$ cat src/rtl/param_data_memory.sv
// Byte-addressed data memory with per-byte write enables, one-cycle
// registered reads, misaligned/out-of-range error reporting and an
// automatic zeroing sweep that runs after every reset.
module param_data_memory #(
   parameter int DATA_W = 16,
   parameter int DEPTH  = 256,
   parameter int ADDR_W = 16
) (
   input  logic              clk,
   input  logic              rst,
   input  logic              MemRead,
   input  logic              MemWrite,
   input  logic [ADDR_W-1:0] ALUresult,
   input  logic [DATA_W-1:0] WriteData,
   input  logic [DATA_W/8-1:0] ByteEn,
   output logic [DATA_W-1:0] data_result,
   output logic              rd_valid,
   output logic              err,
   output logic              busy
);

   localparam int NB  = DATA_W / 8;
   localparam int OFF = $clog2(NB);
   localparam int IW  = $clog2(DEPTH);

   localparam logic [IW-1:0] LAST_IDX = IW'(DEPTH - 1);

   localparam logic [0:0] CLEAR = 1'b0;
   localparam logic [0:0] IDLE  = 1'b1;

   logic [0:0]        state;
   logic [IW-1:0]     clr_idx;
   logic [DATA_W-1:0] mem [DEPTH];

   logic          accept;
   logic          misaligned;
   logic          out_of_range;
   logic          bad;
   logic          good_rd;
   logic          good_wr;
   logic [IW-1:0] idx;

   // Requests are only looked at once the sweep has finished; any address
   // bit above the index field makes the request out of range rather than
   // letting it alias onto a lower word.
   assign busy         = (state == CLEAR);
   assign accept       = !busy && (MemRead || MemWrite);
   assign misaligned   = (ALUresult[OFF-1:0] != '0);
   assign out_of_range = ((ALUresult >> (IW + OFF)) != '0);
   assign bad          = misaligned || out_of_range;
   assign good_rd      = accept && !bad && MemRead;
   assign good_wr      = accept && !bad && MemWrite;
   assign idx          = ALUresult[IW+OFF-1:OFF];

   // Sweep controller: walk clr_idx from 0 to the last word, then park in
   // IDLE until the next reset; the index saturates instead of wrapping.
   always_ff @(posedge clk) begin
      if (rst) begin
         state   <= CLEAR;
         clr_idx <= '0;
      end else if (state == CLEAR) begin
         if (clr_idx == LAST_IDX) begin
            state <= IDLE;
         end else begin
            clr_idx <= clr_idx + 1'b1;
         end
      end
   end

   // Storage update: the sweep owns the array while busy, otherwise good
   // writes merge only the enabled bytes into the addressed word.
   always_ff @(posedge clk) begin
      if (!rst) begin
         if (state == CLEAR) begin
            mem[clr_idx] <= '0;
         end else if (good_wr) begin
            for (int k = 0; k < NB; k++) begin
               if (ByteEn[k]) begin
                  mem[idx][8*k +: 8] <= WriteData[8*k +: 8];
               end
            end
         end
      end
   end

   // Read/response register: samples the pre-write word so a same-cycle
   // read and write is read-first; bad requests zero the data and pulse err.
   always_ff @(posedge clk) begin
      if (rst) begin
         data_result <= '0;
         rd_valid    <= 1'b0;
         err         <= 1'b0;
      end else begin
         rd_valid <= 1'b0;
         err      <= 1'b0;
         if (accept && bad) begin
            err         <= 1'b1;
            data_result <= '0;
         end else if (good_rd) begin
            data_result <= mem[idx];
            rd_valid    <= 1'b1;
         end
      end
   end

endmodule

$ cat config.mk
export PLATFORM = sky130hd
export DESIGN_NAME = param_data_memory
export DESIGN_NICKNAME = d
export VERILOG_FILES = /design/src/rtl/param_data_memory.sv
export SDC_FILE = /design/constraint.sdc
export NUM_CORES = 2
export LEC_CHECK = 0
export CAP_MARGIN = 10
export CORE_MARGIN = 1
export CORE_UTILIZATION = 47
export DETAILED_ROUTE_END_ITERATION = 6
export GPL_TIMING_DRIVEN = 1
export SLEW_MARGIN = 20
export SYNTH_ARGS = -nofsm -noshare
export SYNTH_HDL_FRONTEND = slang
export SYNTH_SLANG_ARGS = --single-unit
$ cat constraint.sdc
create_clock -name clk -period 7.95 [get_ports clk]
set_input_delay 1.1925 -clock clk [delete_from_list [all_inputs] [get_ports clk]]
set_output_delay 1.1925 -clock clk [all_outputs]
set_load 0.02 [all_outputs]
==> flow_summary.ini <==
[clocking]
cts_tree = done
hold_buffers = 0
cts_setup_buffers = 0
clk_latency_ps = 970
cts-root-buf = clkbuf_16
clkTransAtPathRegs_ps = 60
cts_buffers = 403
htree_levels = 5
cts_max_path_buffers = 4
cts-resized-gates = 0
cts.sinks = 4123

[yosys]
synth_area_leaders = edfxtp_1 (77%), mux4_2 (13%), mux2i_1 (1.8%), nor2_1 (1.3%), a22oi_1 (0.60%)
synth_commonest_cells = edfxtp_1 (4096), mux4_2 (950), nor2_1 (548)
ys.flop_type = edfxtp_1
ys_ff_latch = 4123
synth-compound-area-share_pct = 2.87
synth_xor_xnor_area_share_pct = 0.0385
synth_async_sr_flop_share_pct = 0
syn_area_mm2 = 0.159
synth-warning-count = 0
yosysUniqueCellTypes = 66
synth_top_family_by_area = multiplexers
synth_top_cell_by_area = edfxtp_1
synthMuxAreaShare_pct = 15.6
seq_area_frac_synth_pct = 77.5
yosysTopAreaCellShare_pct = 77.2
syn_inst = 7356
syn_avg_cell_area_um2 = 21.7
synthAdderAreaFrac_pct = 0.00785
yosys.area_share.simple_pct = 2.28
syn-num-nets = 7395
yosys.cell_count.top_type = edfxtp_1
synth-edff-count = 4096

[layout]
final_layout_size_suffix_gt1_share_pct = 23.3
finalNetCount = 7555
final_cell_area_mm2 = 0.179
fin_util_pct = 53.0
area_growth_pct = 12.1

[timing]
period_share_pct = 68.1
setup_violations = 0
tightest_slew_ps = 1330
rsz0062_at_grt = no
finalWorstSetupSlack_ps = 2540
tns_ps = 0
relSlewSlack_pct = 10.1
period_minus_slack_ps = 5410
max_freq_mhz = 185
hold_viol = 0
drv_slew = 0
timing.clock.skew_ps = 62.2

[setup_path]
worst-path-buf-inv = 2
crit_chain = clkdlybuf4s50_1 > nor2_1 > o2111ai_4 > mux2i_1 > nand2_4 > buf_4 > nor2_1
cp_slowest_cell = mux2i_1
required_ps = 8500
cp-end-kind = flop
worstSetupPathType = in -> reg
max_stage_delay_ps = 980
path_delay_family = simple AND/OR/NAND/NOR gates
crit_top_cell = nor2_1
critPathMaxFanout = 25
start_kind = input port
arrival_ps = 5960

[floorplan]
die_h_um = 584
die_area_mm2 = 0.341
start_util_pct = 47.3
die_w_um = 584
ios = 57
core_mm2 = 0.337
core.rowCount = 213

[detailed_routing]
drc = 1
wl_per_cell_um = 35.7
drt_wl_total_mm = 442
via_per_inst = 6.33
vias = 78400
drtIter0Drc = 10600
ant_nets = 0
drt_first_pass_iters = 7

[grt]
grt_pass1_wl_mm = 619
grt_pass1_vias = 78400
antenna_found_initial = 22
grt_overflow_total = 0
grt_start_max_net_pins = 156
grtUsageTotal_pct = 25.9

[power]
intPower_mw = 35.2
comb_power_share_pct = 3.1
power_switching_mw = 9.22
power_mw = 44.4
clockPowerShare_pct = 43.9
powerDensity_mw_per_mm2 = 249
p_sw_share_pct = 20.8
ir_drop_uv = 176
seq_power_share_pct = 53.0
p_leak_nw = 62.4

[placed_design]
dp_hpwl_mm = 262
place_ws_ps = 1550
post_dp_cell_area_mm2 = 0.165
port_buffers = 56
gp_routability_congestion = 0.888

[run_status]
run_status = finished, violations left
violations = design-rule violations

[worst_hold_path]
holdCritPathClass = reg -> reg

[run]
drv_cap = 0
## layer usage
metal / track usage [%] / vias up / wire length [um]
li1: - / 31400 / -
met1: 37.5 / 41800 / 178000
met2: 39.6 / 4488 / 204000
met3: 5.64 / 678 / 44500
met4: 7.74 / 10 / 14600
met5: 0.392 / - / 244
## per-stage QoR
stage | cells | hold WS, ps
5_1_grt | 12400 | 543
2_1_floorplan | 7356 | 513
6_report | 12400 | 528
3_5_place_dp | 11600 | 524
4_1_cts | 12400 | 532
3_3_place_gp | 11600 | 524
## cells in the final DEF (no fill, tap or decap), types with 25 or more instances in the layout
master,count
nand3_1,67
mux4_2,950
o221ai_1,49
nor2_1,544
buf_12,44
a211oi_1,36
dfxtp_1,27
a22o_1,43
mux2i_1,281
a221oi_1,52
clkinv_1,70
a21oi_1,92
o21ai_0,33
bufinv_16,49
clkinvlp_4,25
nand2_1,82
o2111ai_1,30
a22oi_1,127
edfxtp_1,4096
clkbuf_1,64
clkdlybuf4s50_1,50
buf_4,126
clkbuf_16,411
clkinv_2,84
o22ai_1,108
## final cells by class
type,count,area (um2)
clock inverters,266,2830
fillers,25500,158000
repair buffers,224,2390
multi-input cells,2759,33600
inverters,5,27.5
flip-flops and latches,4123,124000
well taps,4515,5650
diodes,10,25.0
clock buffers,482,10600
## tightest hold or removal path, stage by stage (launching register included)
cell and delay (ps):
dfxtp_1 350, nand2_1 70, nand3_1 50
## sequential cells by signal (all words and copies together) (netlist names)
| register | cells |
|---|---|
| state | 1 |
| data_result | 16 |
| err | 1 |
| clr_idx | 8 |
| rd_valid | 1 |
| mem | 4096 |
## final timing paths
kind / startpoint / to / slack [ps] / cells past startpoint
setup / recovery: rst / mem[90][13] / 2540 / 7
hold / removal: data_result[8] / data_result[8] / 530 / 2
setup reg to reg: state / mem[90][13] / 3040 / 7
hold reg to reg: data_result[8] / data_result[8] / 530 / 2
## kinds of logic after synthesis
logic type | Yosys count
simple gates | 847
compound gates | 634
buf+inv | 474
fa+ha+maj | 1
flops | 4123
mux | 1270
xor+xnor | 7
## power groups by stage
stage	clock (mW)	combinational, mW	sequential, mW
finish	19.5	1.39	23.5
global placement	0	1.37	24.0
detailed placement	0	1.38	24.0
global route	20.5	1.43	23.5
CTS	19.7	1.38	23.5
floorplan	0	0.863	24.0
(Power assumes the default switching activity.)
